$ cat src/rtl/ps2_mouse_rx_pkg.sv
// rtl/ps2_mouse_rx_pkg.sv - shared types, status bit indices and clamp helper for the PS/2 mouse receiver
package ps2_mouse_pkg;

    typedef enum logic [1:0] {
        IDLE   = 2'd0,
        DATA   = 2'd1,
        PARITY = 2'd2,
        STOP   = 2'd3
    } byte_state_e;

    localparam int LEFT   = 0;
    localparam int RIGHT  = 1;
    localparam int MIDDLE = 2;
    localparam int SYNC   = 3;
    localparam int XSIGN  = 4;
    localparam int YSIGN  = 5;
    localparam int XOVF   = 6;
    localparam int YOVF   = 7;

    localparam int DEF_X_RES = 800;
    localparam int DEF_Y_RES = 600;

    // Saturate a signed candidate coordinate into 0..lim-1.
    function automatic logic [11:0] clamp_pos(input logic signed [13:0] v, input int lim);
        int vi;
        vi = int'(v);
        if (vi < 0) begin
            vi = 0;
        end else if (vi > lim - 1) begin
            vi = lim - 1;
        end
        return 12'(vi);
    endfunction

endpackage

$ cat src/rtl/ps2_mouse_rx_if.sv
// rtl/ps2_mouse_rx_if.sv - mouse position/button bus; PS2_MOUSE_EXTRA_BUTTONS_EN adds right/middle buttons
interface ps2_mouse_rx_if;
    logic [11:0] mouse_xpos;
    logic [11:0] mouse_ypos;
    logic        mouse_left;
    logic        packet_valid;
`ifdef PS2_MOUSE_EXTRA_BUTTONS_EN
    logic        mouse_right;
    logic        mouse_middle;

    modport master (output mouse_xpos, output mouse_ypos, output mouse_left,
                    output packet_valid, output mouse_right, output mouse_middle);
    modport slave  (input mouse_xpos, input mouse_ypos, input mouse_left,
                    input packet_valid, input mouse_right, input mouse_middle);
`else
    modport master (output mouse_xpos, output mouse_ypos, output mouse_left,
                    output packet_valid);
    modport slave  (input mouse_xpos, input mouse_ypos, input mouse_left,
                    input packet_valid);
`endif
endinterface

$ cat src/rtl/ps2_rx_byte.sv
// rtl/ps2_rx_byte.sv - PS/2 line synchroniser, clock glitch filter, byte framing FSM and frame timeout
module ps2_rx_byte
    import ps2_mouse_pkg::*;
#(
    parameter int FILTER_LEN     = 8,
    parameter int TIMEOUT_CYCLES = 40000
) (
    input  logic       clk,
    input  logic       rst_n,
    input  logic       ps2_clk_i,
    input  logic       ps2_data_i,
    output logic [7:0] byte_o,
    output logic       byte_valid_o,
    output logic       byte_error_o
);

    localparam int FW = $clog2(FILTER_LEN + 1);
    localparam int TW = $clog2(TIMEOUT_CYCLES + 1);

    logic [1:0]    clk_sync_q;
    logic [1:0]    data_sync_q;
    logic          clk_s;
    logic          data_s;
    logic [FW-1:0] filt_cnt_q;
    logic          filt_q;
    logic          fall;

    byte_state_e   state_q;
    logic [2:0]    bit_cnt_q;
    logic [7:0]    shift_q;
    logic          parity_q;
    logic [TW-1:0] tmo_q;
    logic [7:0]    byte_q;
    logic          byte_valid_q;
    logic          byte_error_q;

    assign clk_s  = clk_sync_q[1];
    assign data_s = data_sync_q[1];

    // Two-flop synchronisers for both asynchronous PS/2 lines, idling high.
    always_ff @(posedge clk or negedge rst_n) begin
        if (!rst_n) begin
            clk_sync_q  <= 2'b11;
            data_sync_q <= 2'b11;
        end else begin
            clk_sync_q  <= {clk_sync_q[0], ps2_clk_i};
            data_sync_q <= {data_sync_q[0], ps2_data_i};
        end
    end

    // Falling edge is the cycle the filter commits a high-to-low change.
    always_comb begin
        fall = filt_q && !clk_s && (filt_cnt_q == FW'(FILTER_LEN - 1));
    end

    // Filtered clock flips only after FILTER_LEN consecutive differing samples.
    always_ff @(posedge clk or negedge rst_n) begin
        if (!rst_n) begin
            filt_q     <= 1'b1;
            filt_cnt_q <= '0;
        end else if (clk_s == filt_q) begin
            filt_cnt_q <= '0;
        end else if (filt_cnt_q == FW'(FILTER_LEN - 1)) begin
            filt_q     <= clk_s;
            filt_cnt_q <= '0;
        end else begin
            filt_cnt_q <= filt_cnt_q + 1'b1;
        end
    end

    // Frame FSM: start, 8 data LSB first, odd parity, stop; abandons stalled frames.
    always_ff @(posedge clk or negedge rst_n) begin
        if (!rst_n) begin
            state_q      <= IDLE;
            bit_cnt_q    <= '0;
            shift_q      <= '0;
            parity_q     <= 1'b0;
            tmo_q        <= '0;
            byte_q       <= '0;
            byte_valid_q <= 1'b0;
            byte_error_q <= 1'b0;
        end else begin
            byte_valid_q <= 1'b0;
            byte_error_q <= 1'b0;
            if (fall) begin
                tmo_q <= '0;
            end else if (state_q != IDLE) begin
                tmo_q <= tmo_q + 1'b1;
            end
            case (state_q)
                IDLE: begin
                    if (fall && !data_s) begin
                        state_q   <= DATA;
                        bit_cnt_q <= '0;
                    end
                end
                DATA: begin
                    if (fall) begin
                        shift_q   <= {data_s, shift_q[7:1]};
                        bit_cnt_q <= bit_cnt_q + 1'b1;
                        if (bit_cnt_q == 3'd7) begin
                            state_q <= PARITY;
                        end
                    end
                end
                PARITY: begin
                    if (fall) begin
                        parity_q <= data_s;
                        state_q  <= STOP;
                    end
                end
                STOP: begin
                    if (fall) begin
                        state_q <= IDLE;
                        if (data_s && (^{shift_q, parity_q})) begin
                            byte_q       <= shift_q;
                            byte_valid_q <= 1'b1;
                        end else begin
                            byte_error_q <= 1'b1;
                        end
                    end
                end
                default: state_q <= IDLE;
            endcase
            if ((state_q != IDLE) && !fall && (tmo_q == TW'(TIMEOUT_CYCLES - 1))) begin
                state_q      <= IDLE;
                tmo_q        <= '0;
                byte_error_q <= 1'b1;
            end
        end
    end

    assign byte_o       = byte_q;
    assign byte_valid_o = byte_valid_q;
    assign byte_error_o = byte_error_q;

endmodule

$ cat src/rtl/ps2_mouse_rx.sv
// rtl/ps2_mouse_rx.sv - 3-byte PS/2 mouse packet assembly and clamped absolute cursor; PS2_MOUSE_EXTRA_BUTTONS_EN adds right/middle
module ps2_mouse_rx
    import ps2_mouse_pkg::*;
#(
    parameter int X_RES          = DEF_X_RES,
    parameter int Y_RES          = DEF_Y_RES,
    parameter int INIT_X         = 400,
    parameter int INIT_Y         = 300,
    parameter int FILTER_LEN     = 8,
    parameter int TIMEOUT_CYCLES = 40000
) (
    input  logic            clk,
    input  logic            rst,
    input  logic            ps2_clk,
    input  logic            ps2_data,
    ps2_mouse_rx_if.master  mouse
);

    logic [7:0]         byte_w;
    logic               byte_valid_w;
    logic               byte_error_w;

    logic [1:0]         idx_q;
    logic [7:0]         status_q;
    logic [7:0]         dx_q;
    logic [11:0]        xpos_q;
    logic [11:0]        ypos_q;
    logic               left_q;
    logic               valid_q;
    logic signed [13:0] dx14;
    logic signed [13:0] dy14;
    logic signed [13:0] new_x;
    logic signed [13:0] new_y;

    ps2_rx_byte #(
        .FILTER_LEN     (FILTER_LEN),
        .TIMEOUT_CYCLES (TIMEOUT_CYCLES)
    ) u_rx_byte (
        .clk          (clk),
        .rst_n        (rst),
        .ps2_clk_i    (ps2_clk),
        .ps2_data_i   (ps2_data),
        .byte_o       (byte_w),
        .byte_valid_o (byte_valid_w),
        .byte_error_o (byte_error_w)
    );

    // Candidate position from the stored status/dx and the arriving dy byte.
    always_comb begin
        dx14  = status_q[XOVF] ? 14'sd0
              : $signed({{5{status_q[XSIGN]}}, status_q[XSIGN], dx_q});
        dy14  = status_q[YOVF] ? 14'sd0
              : $signed({{5{status_q[YSIGN]}}, status_q[YSIGN], byte_w});
        new_x = $signed({2'b00, xpos_q}) + dx14;
        new_y = $signed({2'b00, ypos_q}) - dy14;
    end

    // Packet index tracking and output update on the third good byte.
    always_ff @(posedge clk or negedge rst) begin
        if (!rst) begin
            idx_q    <= 2'd0;
            status_q <= '0;
            dx_q     <= '0;
            xpos_q   <= 12'(INIT_X);
            ypos_q   <= 12'(INIT_Y);
            left_q   <= 1'b0;
            valid_q  <= 1'b0;
        end else begin
            valid_q <= 1'b0;
            if (byte_error_w) begin
                idx_q <= 2'd0;
            end else if (byte_valid_w) begin
                case (idx_q)
                    2'd0: begin
                        if (byte_w[SYNC]) begin
                            status_q <= byte_w;
                            idx_q    <= 2'd1;
                        end
                    end
                    2'd1: begin
                        dx_q  <= byte_w;
                        idx_q <= 2'd2;
                    end
                    2'd2: begin
                        idx_q   <= 2'd0;
                        xpos_q  <= clamp_pos(new_x, X_RES);
                        ypos_q  <= clamp_pos(new_y, Y_RES);
                        left_q  <= status_q[LEFT];
                        valid_q <= 1'b1;
                    end
                    default: idx_q <= 2'd0;
                endcase
            end
        end
    end

`ifdef PS2_MOUSE_EXTRA_BUTTONS_EN
    logic right_q;
    logic middle_q;

    // Right/middle buttons latch alongside the left button at packet completion.
    always_ff @(posedge clk or negedge rst) begin
        if (!rst) begin
            right_q  <= 1'b0;
            middle_q <= 1'b0;
        end else if (byte_valid_w && !byte_error_w && (idx_q == 2'd2)) begin
            right_q  <= status_q[RIGHT];
            middle_q <= status_q[MIDDLE];
        end
    end

    assign mouse.mouse_right  = right_q;
    assign mouse.mouse_middle = middle_q;
`else
    logic unused_buttons;
    assign unused_buttons = ^status_q[MIDDLE:RIGHT];
`endif

    assign mouse.mouse_xpos   = xpos_q;
    assign mouse.mouse_ypos   = ypos_q;
    assign mouse.mouse_left   = left_q;
    assign mouse.packet_valid = valid_q;

endmodule

$ cat src/flat_wrapper.sv
// flat-port wrapper written by rule: the top's interface ports become plain ports
module ps2_mouse_rx_flat import ps2_mouse_pkg::*;
#(
    parameter int X_RES          = DEF_X_RES,
    parameter int Y_RES          = DEF_Y_RES,
    parameter int INIT_X         = 400,
    parameter int INIT_Y         = 300,
    parameter int FILTER_LEN     = 8,
    parameter int TIMEOUT_CYCLES = 40000
)
  (clk, rst, ps2_clk, ps2_data, mouse_mouse_xpos, mouse_mouse_ypos, mouse_mouse_left, mouse_packet_valid);
  ps2_mouse_rx_if mouse_i ();
  input  logic clk;
  input  logic rst;
  input  logic ps2_clk;
  input  logic ps2_data;
  output wire logic [$bits(mouse_i.mouse_xpos)-1:0] mouse_mouse_xpos;
  output wire logic [$bits(mouse_i.mouse_ypos)-1:0] mouse_mouse_ypos;
  output wire logic [$bits(mouse_i.mouse_left)-1:0] mouse_mouse_left;
  output wire logic [$bits(mouse_i.packet_valid)-1:0] mouse_packet_valid;
  assign mouse_mouse_xpos = mouse_i.mouse_xpos;
  assign mouse_mouse_ypos = mouse_i.mouse_ypos;
  assign mouse_mouse_left = mouse_i.mouse_left;
  assign mouse_packet_valid = mouse_i.packet_valid;
  ps2_mouse_rx #(.X_RES(X_RES), .Y_RES(Y_RES), .INIT_X(INIT_X), .INIT_Y(INIT_Y), .FILTER_LEN(FILTER_LEN), .TIMEOUT_CYCLES(TIMEOUT_CYCLES)) u_core (.clk(clk), .rst(rst), .ps2_clk(ps2_clk), .ps2_data(ps2_data), .mouse(mouse_i));
endmodule
$ cat config.mk
export PLATFORM = sky130hd
export DESIGN_NAME = ps2_mouse_rx_flat
export DESIGN_NICKNAME = d
export VERILOG_FILES = /design/src/rtl/ps2_mouse_rx_pkg.sv /design/src/rtl/ps2_mouse_rx_if.sv /design/src/rtl/ps2_rx_byte.sv /design/src/rtl/ps2_mouse_rx.sv /design/src/flat_wrapper.sv
export SDC_FILE = /design/constraint.sdc
export NUM_CORES = 1
export LEC_CHECK = 0
export BUFFER_PORTS_ARGS = -buffer_cell sky130_fd_sc_hd__buf_4
export CORE_MARGIN = 10
export CORE_UTILIZATION = 50
export DETAILED_ROUTE_END_ITERATION = 10
export PLACE_DENSITY = 0.76
export RECOVER_POWER = 50
export SYNTH_ARGS = -nofsm -noshare
export SYNTH_HDL_FRONTEND = slang
export SYNTH_HIERARCHICAL = 1
export SYNTH_SLANG_ARGS = --single-unit
export TNS_END_PERCENT = 10
$ cat constraint.sdc
create_clock -name clk -period 9.15 [get_ports clk]
set_clock_uncertainty 0.1 [all_clocks]
set_input_delay 0.4575 -clock clk [delete_from_list [all_inputs] [get_ports clk]]
set_output_delay 0.4575 -clock clk [all_outputs]
set_load 0.02 [all_outputs]
# Word-level counts from Yosys, hierarchy flattened
# Index checks and enable logic that the tools add are counted.
# W data, S select, Z words.
word_totals:
  wordCells: 108
  regBits: 93
  output_inout_bits: 26
  input_bits: 4
classes:
  bitwise: 2
  reduce_logical: 26
  eq_ne: 17
  magnitude_cmp: 4
  n_mux: 35
  add_sub_neg: 5
op_table:
  columns: ["operator", "count"]
  rows:
  - ["$mux W12", 4]
  - ["$mux W16", 3]
  - ["$gt A14 B11 Y1 const B", 2]
  - ["$lt A14 B1 Y1 const B", 2]
  - ["$mux W14", 2]
  - ["$mux W2", 9]
  - ["$ne A3 B3 Y1 const B", 6]
  - ["$add A16 B1 Y16 const B", 1]
  - ["$eq A16 B16 Y1 const B", 1]
  - ["$add A13 B14 Y14", 1]
  - ["$sub A13 B14 Y14", 1]
  - ["$reduce_and A3 Y1", 4]
  - ["$mux W1", 10]
  - ["$reduce_xor A9 Y1", 1]
  - ["$mux W4", 2]
  - ["$pmux W2 S4", 1]
  - ["$reduce_and A2 Y1", 4]
  - ["$eq A2 B2 Y1 const B", 3]
  - ["$logic_and A1 B1 Y1", 6]
  - ["$mux W3", 2]
  - ["$pmux W3 S2", 1]
  - ["$reduce_bool A2 Y1", 3]
  - ["$reduce_and A5 Y1", 1]
  - ["$add A4 B1 Y4 const B", 1]
  - ["other kinds (12)", 18]

# Longest topological paths before layout
depth:
  depth_word: 8
  depth_mapped: 11
  mapped_depth_nobuf: 11

# Cells and area by module
# The synthesis kept the hierarchy.
modules_own_cells:
  columns: ["mod", "cells_each", "instances", "seq_area_each_um2", "area_per_inst_um2"]
  rows:
  - ["ps2_mouse_rx", 317, 1, 1034.7, 3031.7]
  - ["ps2_rx_byte", 199, 1, 1232.4, 2274.7]

# Worst setup path before layout
# No wires, ideal clock.
synth_path:
  kind: "reg-to-reg"
  startpoint: "reg u_core.status_q[6]"
  endpoint: "reg u_core.xpos_q[0], in the netlist u_core/mouse.mouse_xpos[0]"
  path_stages_with_launch: 12
  setup_time_ps: 134
  period_less_slack_ps: 2896
  required_ps: 8916
  t_arrival_ps: 2662
  slack_ps: 6254
  path_buffers: 0
  path_cell_list: "dfrtp_1 > nand2b_1 > inv_1 > ha_1 > a21o_1 > or3_1 > or3_4 > and2_1 > xnor2_2 > nand3_1 > a32oi_2 > nand2_1"
synth_via:
  elab_chain_len: 5
  elab_cells_between_ends: 6
  cone_classes: "1 x add/sub; 2 x order compare; 3 x mux"
synth_rtl:
  columns: ["element", "line_no", "rtl"]
  rows:
  - ["from (decl)", "ps2_mouse_rx.sv:24", "logic [7:0] status_q;"]
  - ["from (signal assigned)", "ps2_mouse_rx.sv:76", "status_q <= byte_w;"]
  - ["$mux W14 *", "ps2_mouse_rx.sv:50", "dx14 = status_q[XOVF] ? 14'sd0"]
  - ["$add A13 B14 Y14 *", "ps2_mouse_rx.sv:54", "new_x = $signed({2'b00, xpos_q}) + dx14;"]
  - ["$gt A14 B11 Y1", "ps2_mouse_rx_pkg.sv:29", "end else if (vi > lim - 1) begin"]
  - ["$mux W12", "ps2_mouse_rx_pkg.sv:29", null]
  - ["$mux W12 *", "ps2_mouse_rx_pkg.sv:27", "if (vi < 0) begin"]
  - ["to (signal assigned)", "ps2_mouse_rx.sv:64", "xpos_q <= 12'(INIT_X);"]
  - ["to (signal assigned)", "ps2_mouse_rx.sv:86", "xpos_q <= clamp_pos(new_x, X_RES);"]
  - ["to (decl)", "ps2_mouse_rx.sv:26", "logic [11:0] xpos_q;"]
# Every way passes the cells marked *; elsewhere a longest branch is shown, timed or not.
# A chain may end at the register's enable or synchronous reset.

==> reports/results.ini <==
[synth]
syn_inst=516
synth_cell_types=69
synth.area.top_cells=dfrtp_1 37%, ha_1 8.5%, mux2_2 6.2%
ys_seq_area_share_pct=42.7
synth_warnings=6
avgSynthCellArea_sq_um=10.3
synth_edf_count=0
synth_top_area_share_pct=36.8
synth_area_sq_um=5310
synth_nets=558
ys.flop_type=dfrtp_1
ys_ff_latch=90
ys_async_sr_fraction_pct=100
yosysTopAreaCell=dfrtp_1

[sta]
setup_viol=0
tightestPinTransition_ns=3.29
period_share_pct=53.8
timing.final.hold_violations=0
setup_slack_ns=4.22
fin_crit_ns=4.93
finalMaxSlewViolations=128
relSlewSlack_pct=-119
rsz0062_at_grt=no
whs_ns=0.0958
max_freq_mhz=203
fin_setup_tns_ns=0

[floorplan]
initial_core_util_pct=51.4
core_sq_um=10300
ios=30
die_w_um=123
num_rows=37
fp.dieArea_sq_um=15100
dieHeight_um=123

[clock_network]
cts_setup_buffers=0
clk_pin_slew_ns=0.09
cts.sinks=90
clk_latency_ns=0.36
htreeDepth=3
cts_root_buffer=clkbuf_8
cts_tree=yes
cts-buffers-inserted=9
clk_path_buf_depth=2
post_cts_resize_count=0

[global_routing]
grt_max_degree=64
grt_pass1_wl_mm=18.4
antenna_found_initial=0
grt_use_total_pct=14.6
grt.met2_usage_pct=24.5
grt_pass1_vias=3983
grt_overflow=0
use_met1_pct=18.4
top_usage_layer=met2
met3_usage_pct=2.60

[power]
p_int_uw=578
p_per_area_nw_per_um2=141
pwr-share-clk_pct=30.8
pwr-share-comb_pct=14.4
seqPwrFrac_pct=54.7
switching_share_pct=28.7
p_sw_uw=232
peakVddDrop_mv=0.123
p_total_uw=811
leakage_nw=2.74

[routing]
postRouteAntennaNets=0
routed_wl_mm=10.7
wire_per_inst_um=15.5
vias=3979
drt_first_pass_iters=5
drcViolationCount=0
drtIter0Drc=237
vias_per_cell=5.78

[worst_setup_path]
worst_ep_arrival_time_ns=4.56
cp_common_cell=clkbuf_1
crit_fanout=63
path_class=in -> async
worst_ep_required_time_ns=8.79
path_cells=dlygate4sd3_1, clkbuf_1, clkbuf_1
cpMaxStageDelayCell=clkbuf_1
slowest_delay_ns=2.39
endpoint_kind=asynchronous set/reset pin
start_kind=input port

[placement]
gp_congestion=0.845
place_ws_ns=5.92
io_buffers=29
hpwlAfterDp_mm=7.78

[hold_path]
hp-class=in -> reg

[job]
max_cap_violations=3

[finish]
final_layout_size_suffix_gt1_share_pct=13.0
final_cell_mix=78 x dfrtp_1, 50 x nand2_1, 38 x nor2_1, 36 x ha_1, 29 x mux2_2
syn2layout_area_growth_pct=8.61
fill_cells=938
nets=589
layout_commonest_cell=dfrtp_1
diodes=0
final_core_utilization_pct=55.8

[run_status]
status=complete, but fails checks
violations=max-capacitance violations, max-slew violations

## final cells by class
| cell class | count | area [sq um] | area share (%) |
|---|---|---|---|
| multi-input combinational | 397 | 2920 | 50.7 |
| inverter | 17 | 63.8 | 1.11 |
| clock inverter | 5 | 40.0 | 0.695 |
| tap | 136 | 170 | 2.95 |
| timing repair buffer | 32 | 160 | 2.78 |
| sequential | 90 | 2270 | 39.3 |
| clock buffer | 11 | 141 | 2.45 |
## Yosys cell counts (all sizes together) (5+ instances only)
| cell | number |
|---|---|
| dfrtp | 78 |
| nand2 | 50 |
| nor2 | 38 |
| ha | 36 |
| mux2 | 29 |
| a21oi | 22 |
| xor2 | 19 |
| o21ai | 18 |
| nor2b | 17 |
| nor3 | 17 |
| xnor2 | 17 |
| inv | 16 |
| dfstp | 12 |
| nand2b | 12 |
| nand3 | 10 |
| a21o | 9 |
| clkbuf | 9 |
| nand4 | 9 |
| a22oi | 7 |
| and2 | 6 |
| o21a | 6 |
| a22o | 5 |
| o211ai | 5 |
## final timing paths
kind | to | slack (ns) | start | cells after the start
max | u_core/u_rx_byte/tmo_q[7]$_DFFE_PN0P_ | 4.22 | rst | 3
min | u_core/u_rx_byte/data_sync_q[0]$_DFF_PN1_ | 0.1 | ps2_data | 1
max reg2reg | u_core/mouse.mouse_xpos[1]$_DFFE_PN0P_ | 5.89 | u_core/status_q[6]$_DFFE_PN0P_ | 11
min reg2reg | u_core/u_rx_byte/data_sync_q[1]$_DFF_PN1_ | 0.26 | u_core/u_rx_byte/data_sync_q[0]$_DFF_PN1_ | 0
max in group clk | u_core/mouse.mouse_xpos[1]$_DFFE_PN0P_ | 5.89 | u_core/status_q[6]$_DFFE_PN0P_ | 11
min in group asynchronous | u_core/mouse.mouse_ypos[9]$_DFFE_PN0P_ | 0.90 | rst | 2
## cell families (layout without fill, tap and decap cells)
family	Yosys count	in the layout	synth area share, %
simple gates	184	184	17.9
compound gates	108	108	15.0
buf+inv	29	65	2.24
fa+ha+maj	38	38	9.24
xor+xnor	37	37	6.51
mux	30	30	6.34
flops	90	90	42.7
## stage by stage
| step | std cells | cell area, sq um |
|---|---|---|
| 6_report | 688 | 5760 |
| 2_1_floorplan | 516 | 5310 |
| 3_3_place_gp | 671 | 5650 |
| 3_5_place_dp | 671 | 5650 |
| 4_1_cts | 688 | 5850 |
| 5_1_grt | 688 | 5760 |
## routing by layer
layer | vias to the layer above | routed length (um)
met1 | 1953 | 4800
met2 | 83 | 5250
met5 | - | 0
li1 | 1926 | -
met4 | 0 | 169
met3 | 17 | 476
## sequential cells by signal, summed over array words and instances, names as in the netlist
name / cells
u_core/mouse.packet_valid: 1
u_core/mouse.mouse_left: 1
u_core/u_rx_byte/parity_q: 1
u_core/u_rx_byte/state_q: 2
u_core/u_rx_byte/bit_cnt_q: 3
u_core/u_rx_byte/byte_valid_o: 1
u_core/dx_q: 8
u_core/u_rx_byte/clk_sync_q: 2
u_core/status_q: 5
u_core/mouse.mouse_xpos: 12
u_core/u_rx_byte/byte_error_o: 1
u_core/mouse.mouse_ypos: 12
u_core/u_rx_byte/tmo_q: 16
u_core/u_rx_byte/filt_q: 1
u_core/u_rx_byte/shift_q: 8
u_core/idx_q: 2
u_core/u_rx_byte/data_sync_q: 2
u_core/u_rx_byte/filt_cnt_q: 4
u_core/u_rx_byte/byte_o: 8
## worst max-delay path: cells and delay by family
kind | cells | cell delay [ns]
buf+inv | 3 | 4.04
## timing repair
item,in CTS,in global routing
hold buffers,1,0
endpoints found under the hold margin,20,0
endpoints found under the setup margin,0,0
## power by group through the flow
| stage | Clock [mW] | Sequential, mW | Combinational [mW] |
|---|---|---|---|
| 2_1_floorplan | 0 | 0.446 | 0.0905 |
| 3_3_place_gp | 0 | 0.449 | 0.111 |
| 3_5_place_dp | 0 | 0.451 | 0.117 |
| 4_1_cts | 0.260 | 0.443 | 0.119 |
| 5_1_grt | 0.275 | 0.446 | 0.137 |
| 6_report | 0.250 | 0.444 | 0.117 |
No activity file was read; power rests on OpenSTA's default activity.
